[config.mk]
export PLATFORM = sky130hd
export DESIGN_NAME = exu_trap_flat
export DESIGN_NICKNAME = d
export VERILOG_FILES = /design/src/rtl/exu_trap_if.sv /design/src/rtl/exu_trap.sv /design/src/flat_wrapper.sv
export SDC_FILE = /design/constraint.sdc
export NUM_CORES = 1
export LEC_CHECK = 0
export CORE_ASPECT_RATIO = 1.4
export CORE_MARGIN = 2
export CORE_UTILIZATION = 28
export CTS_BUF_LIST = sky130_fd_sc_hd__clkbuf_2 sky130_fd_sc_hd__clkbuf_4 sky130_fd_sc_hd__clkbuf_8
export DETAILED_ROUTE_END_ITERATION = 10
export PLACE_DENSITY = 0.54
export SYNTH_ARGS = -nofsm -noshare
export SYNTH_HDL_FRONTEND = slang
export SYNTH_SLANG_ARGS = --single-unit
[constraint.sdc]
create_clock -name clk -period 8.8 [get_ports clk]
set_input_delay 1.76 -clock clk [delete_from_list [all_inputs] [get_ports clk]]
set_output_delay 1.76 -clock clk [all_outputs]
set_load 0.01 [all_outputs]
[src/rtl/exu_trap_if.sv]
// exu_trap_if: commit-side handshake, CSR access and flush bundle for exu_trap
interface exu_trap_if;
   logic        i_vld;
   logic        o_rdy;
   logic [31:0] i_pc;
   logic        i_int_ena;
   logic [31:0] i_mcause;
   logic        i_mret;
   logic        i_csr_we;
   logic [11:0] i_csr_addr;
   logic [31:0] i_csr_wdata;
   logic [31:0] o_csr_rdata;
   logic        o_flush;
   logic [31:0] o_flush_pc;
   modport master (
      output i_vld, i_pc, i_int_ena, i_mcause, i_mret, i_csr_we, i_csr_addr, i_csr_wdata,
      input  o_rdy, o_csr_rdata, o_flush, o_flush_pc
   );
   modport slave (
      input  i_vld, i_pc, i_int_ena, i_mcause, i_mret, i_csr_we, i_csr_addr, i_csr_wdata,
      output o_rdy, o_csr_rdata, o_flush, o_flush_pc
   );
endinterface

[src/rtl/exu_trap.sv]
// exu_trap: machine-mode trap commit stage owning mstatus/mtvec/mepc/mcause
module exu_trap #(
   parameter logic [31:0] MTVEC_RST = 32'h0000_0080
) (
   input logic        clk,
   input logic        rst,
   exu_trap_if.slave  bus
);
   localparam logic [11:0] A_MSTATUS = 12'h300;
   localparam logic [11:0] A_MTVEC   = 12'h305;
   localparam logic [11:0] A_MEPC    = 12'h341;
   localparam logic [11:0] A_MCAUSE  = 12'h342;
   typedef enum logic [1:0] {IDLE, TRAP, MRET, FLUSH} state_t;
   state_t      state_q, state_d;
   logic        mie_q, mie_d, mpie_q, mpie_d, rdy_q, rdy_d, flush_q, flush_d;
   logic [31:0] mtvec_q, mtvec_d, mepc_q, mepc_d, mcause_q, mcause_d;
   logic [31:0] cap_pc_q, cap_pc_d, cap_cause_q, cap_cause_d, flush_pc_q, flush_pc_d;
   logic        xfer;
   assign xfer = bus.i_vld & rdy_q;
   always_comb begin
      state_d     = state_q;
      mie_d       = mie_q;
      mpie_d      = mpie_q;
      mtvec_d     = mtvec_q;
      mepc_d      = mepc_q;
      mcause_d    = mcause_q;
      cap_pc_d    = cap_pc_q;
      cap_cause_d = cap_cause_q;
      flush_pc_d  = flush_pc_q;
      unique case (state_q)
         IDLE: if (xfer) begin
            if (bus.i_int_ena) begin
               cap_pc_d    = bus.i_pc;
               cap_cause_d = bus.i_mcause;
               state_d     = TRAP;
            end else if (bus.i_mret) begin
               state_d = MRET;
            end else if (bus.i_csr_we) begin
               mie_d    = bus.i_csr_addr == A_MSTATUS ? bus.i_csr_wdata[3] : mie_q;
               mpie_d   = bus.i_csr_addr == A_MSTATUS ? bus.i_csr_wdata[7] : mpie_q;
               mtvec_d  = bus.i_csr_addr == A_MTVEC ? {bus.i_csr_wdata[31:2], 2'b00} : mtvec_q;
               mepc_d   = bus.i_csr_addr == A_MEPC ? {bus.i_csr_wdata[31:2], 2'b00} : mepc_q;
               mcause_d = bus.i_csr_addr == A_MCAUSE ? bus.i_csr_wdata : mcause_q;
            end
         end
         TRAP: begin
            mepc_d     = {cap_pc_q[31:2], 2'b00};
            mcause_d   = cap_cause_q;
            mpie_d     = mie_q;
            mie_d      = 1'b0;
            flush_pc_d = mtvec_q;
            state_d    = FLUSH;
         end
         MRET: begin
            mie_d      = mpie_q;
            mpie_d     = 1'b1;
            flush_pc_d = mepc_q;
            state_d    = FLUSH;
         end
         FLUSH: state_d = IDLE;
         default: state_d = IDLE;
      endcase
      rdy_d   = state_d == IDLE;
      flush_d = state_d == FLUSH;
   end
   always_ff @(posedge clk) begin
      if (rst) begin
         state_q     <= IDLE;
         mie_q       <= 1'b0;
         mpie_q      <= 1'b0;
         mtvec_q     <= MTVEC_RST;
         mepc_q      <= '0;
         mcause_q    <= '0;
         cap_pc_q    <= '0;
         cap_cause_q <= '0;
         rdy_q       <= 1'b1;
         flush_q     <= 1'b0;
         flush_pc_q  <= '0;
      end else begin
         state_q     <= state_d;
         mie_q       <= mie_d;
         mpie_q      <= mpie_d;
         mtvec_q     <= mtvec_d;
         mepc_q      <= mepc_d;
         mcause_q    <= mcause_d;
         cap_pc_q    <= cap_pc_d;
         cap_cause_q <= cap_cause_d;
         rdy_q       <= rdy_d;
         flush_q     <= flush_d;
         flush_pc_q  <= flush_pc_d;
      end
   end
   assign bus.o_rdy      = rdy_q;
   assign bus.o_flush    = flush_q;
   assign bus.o_flush_pc = flush_pc_q;
   assign bus.o_csr_rdata =
      bus.i_csr_addr == A_MSTATUS ? {19'b0, 2'b11, 3'b0, mpie_q, 3'b0, mie_q, 3'b0} :
      bus.i_csr_addr == A_MTVEC   ? mtvec_q :
      bus.i_csr_addr == A_MEPC    ? mepc_q :
      bus.i_csr_addr == A_MCAUSE  ? mcause_q : 32'h0;
endmodule

[src/flat_wrapper.sv]
// flat-port wrapper written by rule: the top's interface ports become plain ports
module exu_trap_flat 
#(
   parameter logic [31:0] MTVEC_RST = 32'h0000_0080
)
  (clk, rst, bus_i_vld, bus_i_pc, bus_i_int_ena, bus_i_mcause, bus_i_mret, bus_i_csr_we, bus_i_csr_addr, bus_i_csr_wdata, bus_o_rdy, bus_o_csr_rdata, bus_o_flush, bus_o_flush_pc);
  exu_trap_if bus_i ();
  input logic clk;
  input logic rst;
  input wire logic [$bits(bus_i.i_vld)-1:0] bus_i_vld;
  input wire logic [$bits(bus_i.i_pc)-1:0] bus_i_pc;
  input wire logic [$bits(bus_i.i_int_ena)-1:0] bus_i_int_ena;
  input wire logic [$bits(bus_i.i_mcause)-1:0] bus_i_mcause;
  input wire logic [$bits(bus_i.i_mret)-1:0] bus_i_mret;
  input wire logic [$bits(bus_i.i_csr_we)-1:0] bus_i_csr_we;
  input wire logic [$bits(bus_i.i_csr_addr)-1:0] bus_i_csr_addr;
  input wire logic [$bits(bus_i.i_csr_wdata)-1:0] bus_i_csr_wdata;
  output wire logic [$bits(bus_i.o_rdy)-1:0] bus_o_rdy;
  output wire logic [$bits(bus_i.o_csr_rdata)-1:0] bus_o_csr_rdata;
  output wire logic [$bits(bus_i.o_flush)-1:0] bus_o_flush;
  output wire logic [$bits(bus_i.o_flush_pc)-1:0] bus_o_flush_pc;
  assign bus_i.i_vld = bus_i_vld;
  assign bus_i.i_pc = bus_i_pc;
  assign bus_i.i_int_ena = bus_i_int_ena;
  assign bus_i.i_mcause = bus_i_mcause;
  assign bus_i.i_mret = bus_i_mret;
  assign bus_i.i_csr_we = bus_i_csr_we;
  assign bus_i.i_csr_addr = bus_i_csr_addr;
  assign bus_i.i_csr_wdata = bus_i_csr_wdata;
  assign bus_o_rdy = bus_i.o_rdy;
  assign bus_o_csr_rdata = bus_i.o_csr_rdata;
  assign bus_o_flush = bus_i.o_flush;
  assign bus_o_flush_pc = bus_i.o_flush_pc;
  exu_trap #(.MTVEC_RST(MTVEC_RST)) u_core (.clk(clk), .rst(rst), .bus(bus_i));
endmodule
## After elaboration in Yosys (flattened, before gate mapping)

Cells that the tools add are included.

- Muxes and demuxes: 33
- Reduce and logical (&&, ||, !) cells: 11
- Equal/unequal tests: 15
- Bitwise gates (word level): 3

Operator list:

| cell | count |
|---|---|
| $mux 32 | 14 |
| $pmux 32 s2 | 3 |
| $eq 12x10->1 const B | 4 |
| $reduce_and 6->1 | 4 |
| $mux 1 | 10 |
| $ne 2x1->1 const B | 4 |
| $eq 2x2->1 const B | 3 |
| $mux 2 | 3 |
| $ne 2x2->1 const B | 3 |
| $pmux 1 s3 | 2 |
| $pmux 2 s3 | 1 |
| $logic_not 2->1 | 2 |
| $reduce_bool 2->1 | 2 |
| $reduce_and 3->1 | 1 |
| $reduce_bool 3->1 | 1 |
| $eq 2x1->1 const B | 1 |
| $not 1->1 | 2 |
| $reduce_or 2->1 | 1 |
| $and 1x1->1 | 1 |

- Word-level logic and storage cells: 73
- Bits in registers: 196
- Output and inout port bits: 66
- Bits of input ports: 114

## Depth between registers and ports, before layout

- Word-level depth: 7
- Mapped depth: 8
- Mapped depth without buffers: 6

## Worst setup path after synthesis

OpenSTA, ideal clock, no wires.

- Path type: input -> output
- From: input port bus_i_csr_addr[3]
- To: output port bus_o_csr_rdata[11]
- Data required time: 7040 ps
- Setup slack: 3505 ps
- Arrival: 3535 ps
- Buffers on the path: 3
- Stages: 7
- Path through: or4_1 > buf_2 > or4_4 > buf_6 > nor2_4 > buf_4 > a21o_1

- Longest elaborated chain between the ends: 5
- Elaborated cells on any way between the ends: 8
- Classes of those cells: eq/ne (4); mux (4)

RTL lines:

| what | line | RTL |
|---|---|---|
| start: declaration | flat_wrapper.sv:16 | `input wire logic [$bits(bus_i.i_csr_addr)-1:0] bus_i_csr_addr;` |
| $eq 12x10->1 | exu_trap.sv:100 | `bus.i_csr_addr == A_MCAUSE ? mcause_q : 32'h0;` |
| $mux 32 | exu_trap.sv:100 |  |
| $mux 32 | exu_trap.sv:99 | `bus.i_csr_addr == A_MEPC ? mepc_q :` |
| $mux 32 | exu_trap.sv:98 | `bus.i_csr_addr == A_MTVEC ? mtvec_q :` |
| $mux 32 * | exu_trap.sv:97 | `bus.i_csr_addr == A_MSTATUS ? {19'b0, 2'b11, 3'b0, mpie_q, 3'b0, mie_q, 3'b0} :` |
| end: declaration | flat_wrapper.sv:19 | `output wire logic [$bits(bus_i.o_csr_rdata)-1:0] bus_o_csr_rdata;` |

Every way passes the cells marked *; elsewhere a longest branch is shown, timed or not.

## Final worst setup path

- From: input port bus_i_csr_addr[3]
- To: output port bus_o_csr_rdata[2]

Same word-level chain as after synthesis.

==> impl_results.md <==
* Complex-gate fraction of the synthesized area at 18.9%
* Synth top area cells: dfxtp_1, a21oi_1, nor2b_1
* Row count at 77
* Yosys reg bits at 190
* H-tree depth at 4
* Synth Flop Type: dfxtp_1
* Critical path's top delay family: simple AND/OR/NAND/NOR gates
* Clk pin slew, worst setup/hold paths at 100 ps
* Global-route wire length before repair at 44,900 um
* # hold bufs at CTS at 0
* Final hold violation count at 0
* Post-synthesis simple-gate area fraction at between 20 and 25%
* Drt first pass iters at 5
* Fin crit share at 79.5%
* Synth top area share at a little over two fifths
* Vias per cell at 4.97
* Drt wl/cell at 18.4 um
* Seq/Total Area, Yosys at 42.2%
* Final ANT Viol Nets at 0
* Final Routed Wirelength at 29,300 um
* Vias in the first global route at 7,814
* I/O pin cnt at 180
* Netlist cell types at 45
* Chip height at 216 um
* Slowest cell on crit path: or4_4
* Initial antenna violation count at 3
* Sink Count at 190
* HPWL Detailed at 18,300 um
* FMAX at 143 MHz
* Post-Route Skew at 21.1 ps
* Pwr Density at 210 nW/um^2
* CP Cell Sequence: clkdlybuf4s50_1, or4_1, or4_4, nor2_4, a21o_1, clkdlybuf4s50_1
* P_leak at 0.00413 uW
* Total GRT Usage at 17.3%
* Actual slew at the worst max-slew pin at between 1000 and 1500 ps
* Layout net count at 1,298
* Critical path class: primary input to primary output
* Top post-synthesis cells by count: dfxtp_1, a21oi_1, nand2_1, nor2_1, nor2b_1
* Required @ worst endpoint at between 7000 and 8000 ps
* Total CTS buffers at 17
* Post-synthesis mux area share at 11.7%
* Die Span X at approximately 160 um
* Setup TNS at 0 ps
* Clock latency on the worst-skew pair at 500 ps
* Period minus WS final at 7000 ps
* Die area at 33,600 um^2
* Max-Cap Viols at 0
* Cell Area, Synth at 9010 um^2
* Critical Path Fanout Max at 31
* Layout cells sized above 1 at between 10% and 20%
* Initial Util at between 20 and 30%
* Hold WC Path Type: flip-flop to flip-flop
* Total power at 2390 uW
* Syn Inst Count at 1,069
* Slew Viols, Final at 0
* Synth area leader: dfxtp_1
* Buf+Inv Stages, Crit Path at 2
* Post-Synth Adder-Cell Area at less than 1%
* Post-CTS Resized at 0
* Avg Cell Area, Syn at 8.43 um^2
* Post-CTS setup buffers at 0
* Unrepaired setup endpoints after global routing: false
* Ys async rst share at 0%
* Vias at 7,907
* Grt total ovfl at 0
* Largest stage delay, worst path at 880 ps
* CTS root buffer: clkbuf_8
* Critical path startpoint category: primary input
* Synth Area in XOR/XNOR at 0%
* CTS tree: done
* Synth warn at 0
* Area Growth Syn to Fin at 26.5%
* DRC viols at 0
* Core footprint at 31,600 um^2
* Iteration-0 DRC Markers at 429
* Number of port buffers at 175
* Largest family of logic cells by synthesized area: simple AND/OR/NAND/NOR gates
* Max Root-Sink Buffers at 2
* Max transition margin at 30.2%
* Routability cong. at 0.750
* Worst Path Arrival at 5240 ps
* Most frequent cell after synthesis: dfxtp_1
* CP dominant cell by count: clkdlybuf4s50_1
* Largest net degree at the start of global routing at a little over 100
* Worst setup EP type: primary output
* Final Setup Violations at 0
* Outcome: completed
* EDFF count, synth at 0
* Peak supply drop at between 0.1 and 0.15 mV
==> routing by layer <==
metal / global-route usage (%) / up-vias / routed length [um] / part of all wire, %
met5: 0 / - / 0 / 0
met2: 29.7 / 172 / 14400 / 49
met1: 22.2 / 3776 / 13400 / 46
met3: 3.02 / 23 / 1160 / 4.0
met4: 5.32 / 0 / 354 / 1.2
li1: - / 3936 / - / -
==> flip-flops by register name (all words and copies together), names as in the netlist <==
name	count
u_core.bus.o_flush	1
u_core.bus.o_flush_pc	30
u_core.bus.o_rdy	1
u_core.cap_cause_q	32
u_core.cap_pc_q	30
u_core.mcause_q	32
u_core.mepc_q	30
u_core.mie_q	1
u_core.mpie_q	1
u_core.mtvec_q	30
u_core.state_q	2
==> kinds of logic after synthesis <==
| family | after synthesis |
|---|---|
| buffers and inverters | 103 |
| multiplexers | 97 |
| AO/OA/AOI/OAI | 267 |
| AND/OR/NAND/NOR | 406 |
| adder cells (fa/ha/maj) | 5 |
| other | 1 |
| flip-flops | 190 |
==> cell usage in the layout, fill, tap and decap left out, types with 3 or more instances in the layout <==
cell / synthesis / layout
a211oi_1: 31 / 31
a21o_1: 15 / 15
a21oi_1: 156 / 154
a221o_1: 4 / 4
a22o_1: 13 / 13
a32oi_1: 13 / 13
and2_1: 6 / 5
buf_4: 4 / 14
clkbuf_8: 0 / 17
clkdlybuf4s50_1: 0 / 174
clkinvlp_4: 0 / 4
dfxtp_1: 190 / 190
diode_2: 0 / 3
inv_1: 3 / 3
inv_6: 0 / 3
mux2_1: 16 / 16
mux2_2: 47 / 47
mux2i_1: 34 / 34
nand2_1: 152 / 151
nand2b_1: 5 / 5
nand3_1: 3 / 3
nand4_1: 29 / 29
nor2_1: 102 / 100
nor2_4: 1 / 3
nor2b_1: 95 / 95
o31ai_1: 20 / 20
o31ai_2: 9 / 9
==> through the flow <==
stage	hold slack (ps)	std cells	instance area [um^2]	worst slack, ps	util (%)
floorplan	436	1070	9010	3510	-
global placement	443	1555	11000	1800	34.8
detailed placement	448	1555	11000	1780	34.8
CTS	462	1587	11400	1780	36.0
global route	482	1590	11400	1710	36.1
finish	459	1590	11400	1800	36.1
==> where the power goes <==
part	internal (uW)	switching [uW]	leakage (uW)
Combinational	327	432	0.00240
Sequential	977	68.5	0.00154
Clock	237	351	0.000184
Total	1540	851	0.00413
==> tightest hold or removal path, stage by stage (launching register included) <==
cell and delay [ps]:
dfxtp_1 320, nand2_1 50, a21oi_1 50
==> cell type report <==
cell class / count / area [um^2]
repair buffers: 189 / 1860
clock buffers: 19 / 249
multi-input cells: 777 / 4840
flip-flops and latches: 190 / 3800
inverters: 4 / 15.0
fillers: 3361 / 20200
clock inverters: 13 / 131
well taps: 395 / 494
diodes: 3 / 7.51
==> worst paths after layout <==
| check | startpoint | cells past startpoint | endpoint | slack (ps) |
|---|---|---|---|---|
| setup / recovery | bus_i_csr_addr[3] | 6 | bus_o_csr_rdata[2] | 1800 |
| hold / removal | u_core.cap_cause_q[1] | 2 | u_core.cap_cause_q[1] | 460 |
| setup reg to reg | u_core.state_q[1] | 7 | u_core.mepc_q[17] | 6060 |
| hold reg to reg | u_core.cap_cause_q[1] | 2 | u_core.cap_cause_q[1] | 460 |
No activity file was read; power rests on OpenSTA's default activity.
==> patch, RTL diff (config.mk and constraints unchanged) <==
`MTVEC_RST` is set to 32'h0000_0080 in 2 places; all go to 32'h00000060.
--- a/src/rtl/exu_trap.sv
+++ b/src/rtl/exu_trap.sv
@@ -2,3 +2,3 @@
 module exu_trap #(
-   parameter logic [31:0] MTVEC_RST = 32'h0000_0080
+   parameter logic [31:0] MTVEC_RST = 32'h00000060
 ) (
--- a/src/flat_wrapper.sv
+++ b/src/flat_wrapper.sv
@@ -3,3 +3,3 @@
 #(
-   parameter logic [31:0] MTVEC_RST = 32'h0000_0080
+   parameter logic [31:0] MTVEC_RST = 32'h00000060
 )
Behaviour: not the same (Yosys sat finds a counterexample within 4 cycles, from zero or initial values and one cycle with rst high).
==> patch against the unedited design <==
Hold slack lost 0.0019 ns; design area fell by 0.48%; combinational power hardly changed; area after synthesis is 0.93% lower; total power fell by 1.2%; fmax shrank 3.5%; wire length shrank 3.9%; worst setup slack got worse by 0.25 ns; sequential cell count unchanged.
==> patch: results (changes against the unedited design) <==
status finished, final reports clean; Met1 Wirelength 12700 um (-5.4%); crit path max fanout 30 (-3.2%); WL per Instance 17.7 um (-3.9%); initial antenna violation count 0 (-3); Die Area 33300 um2 (-0.91%); Compound-Gate Fraction of Synth Area 18.4% (-0.47 points); buffering overhead 16.6% (+0.30 points); CP arrival 5.49 ns (+0.25 ns); vias 7815 (-1.2%); vias in the first global route 7703 (-1.4%); Slew @ Worst Pin 1.04 ns (-0.00588 ns); placement-stage cell area 11000 um2 (-0.30%); grt met2 use 28.9% (-0.79 points); initial DRC count 450 (+4.9%); DR WL met3 1150 um (-1.0%); clk slew on worst S/H paths 0.08 ns (-0.02 ns); WL met2 13900 um (-3.6%); Post-synth top cells 190 x dfxtp_1, 155 x a21oi_1, 152 x nand2_1; GPL Wtd Cong 0.767 (+2.3%); register area share after synthesis 42.6% (+0.40 points); Setup Skew 0.0188 ns (-0.00227 ns); gr usage total 16.9% (-0.44 points); clock network area share 3.22% (-0.12 points); largest net degree at the start of global routing 152 (+50%); synth unique cells 42 (-6.7%); Fillers 3285 (-2.3%); Multi-input gate area 4780 um2 (-1.2%); total inserted antenna cells 0 (-3); Post-Synth Adder-Cell Area 0.701% (+0.0065 points); top cells by area, synth dfxtp_1 43%, a21oi_1 8.7%, mux2_2 7.9%; met3 Use GR 2.78% (-0.24 points); detailed placement HPWL 18300 um (about the same); Final nets 1301 (+0.23%); Peak VDD IR 93.6 uV (-27%); first-pass GRT wire length 43600 um (-2.8%); Initial DRT Pass Iterations 4 (-1)
[patch: cell count changes after synthesis, moves of 2 or more]
| cell | delta |
|---|---|
| o31ai_1 | +8 |
| mux2_1 | -16 |
| mux2_2 | +16 |
| buf_2 | -3 |
| buf_6 | -2 |
| clkbuf_1 | +5 |
| nor2_1 | +2 |
| o31ai_2 | -9 |
[patch: path summary, 6_finish.rpt]
kind / startpoint / slack [ns] / to
max reg2reg: u_core.state_q[1]$_SDFF_PP0_ / 5.82 / u_core.mcause_q[9]$_SDFFE_PP0P_
max: bus_i_csr_addr[3] / 1.55 / bus_o_csr_rdata[3]
min reg2reg: u_core.cap_cause_q[1]$_SDFFE_PP0P_ / 0.46 / u_core.cap_cause_q[1]$_SDFFE_PP0P_
min: u_core.cap_cause_q[1]$_SDFFE_PP0P_ / 0.46 / u_core.cap_cause_q[1]$_SDFFE_PP0P_
[patch: where the power goes]
group          switching [W]  internal [W]  leakage (nW)
combinational       0.000428      0.000330          2.40
sequential         0.0000705      0.000978          1.54
clock               0.000327      0.000230         0.183
total               0.000825       0.00154          4.13
[patch: through the flow]
step	util, %	hold slack, ns	worst slack (ns)	cells
2_1_floorplan	-	0.436	3.49	1069
5_1_grt	36.0	0.480	1.45	1590
4_1_cts	36.0	0.459	1.51	1590
3_5_place_dp	34.8	0.447	1.53	1558
3_3_place_gp	34.8	0.442	1.54	1558
6_report	36.0	0.457	1.55	1590
[patch: cells by family (layout without fill, tap and decap cells)]
kind of cell	count (synthesis)	after routing
compound gates	265	265
flops	190	190
other cells	1	2
fa+ha+maj	5	5
buf+inv	102	228
simple gates	407	407
mux	98	98
[patch: critical path, cell delays in order]
cell             delay, ns
clkdlybuf4s50_1       0.39
or4_1                 0.73
or4_4                 0.84
nor2_2                0.87
a221o_1               0.34
clkdlybuf4s50_1       0.56
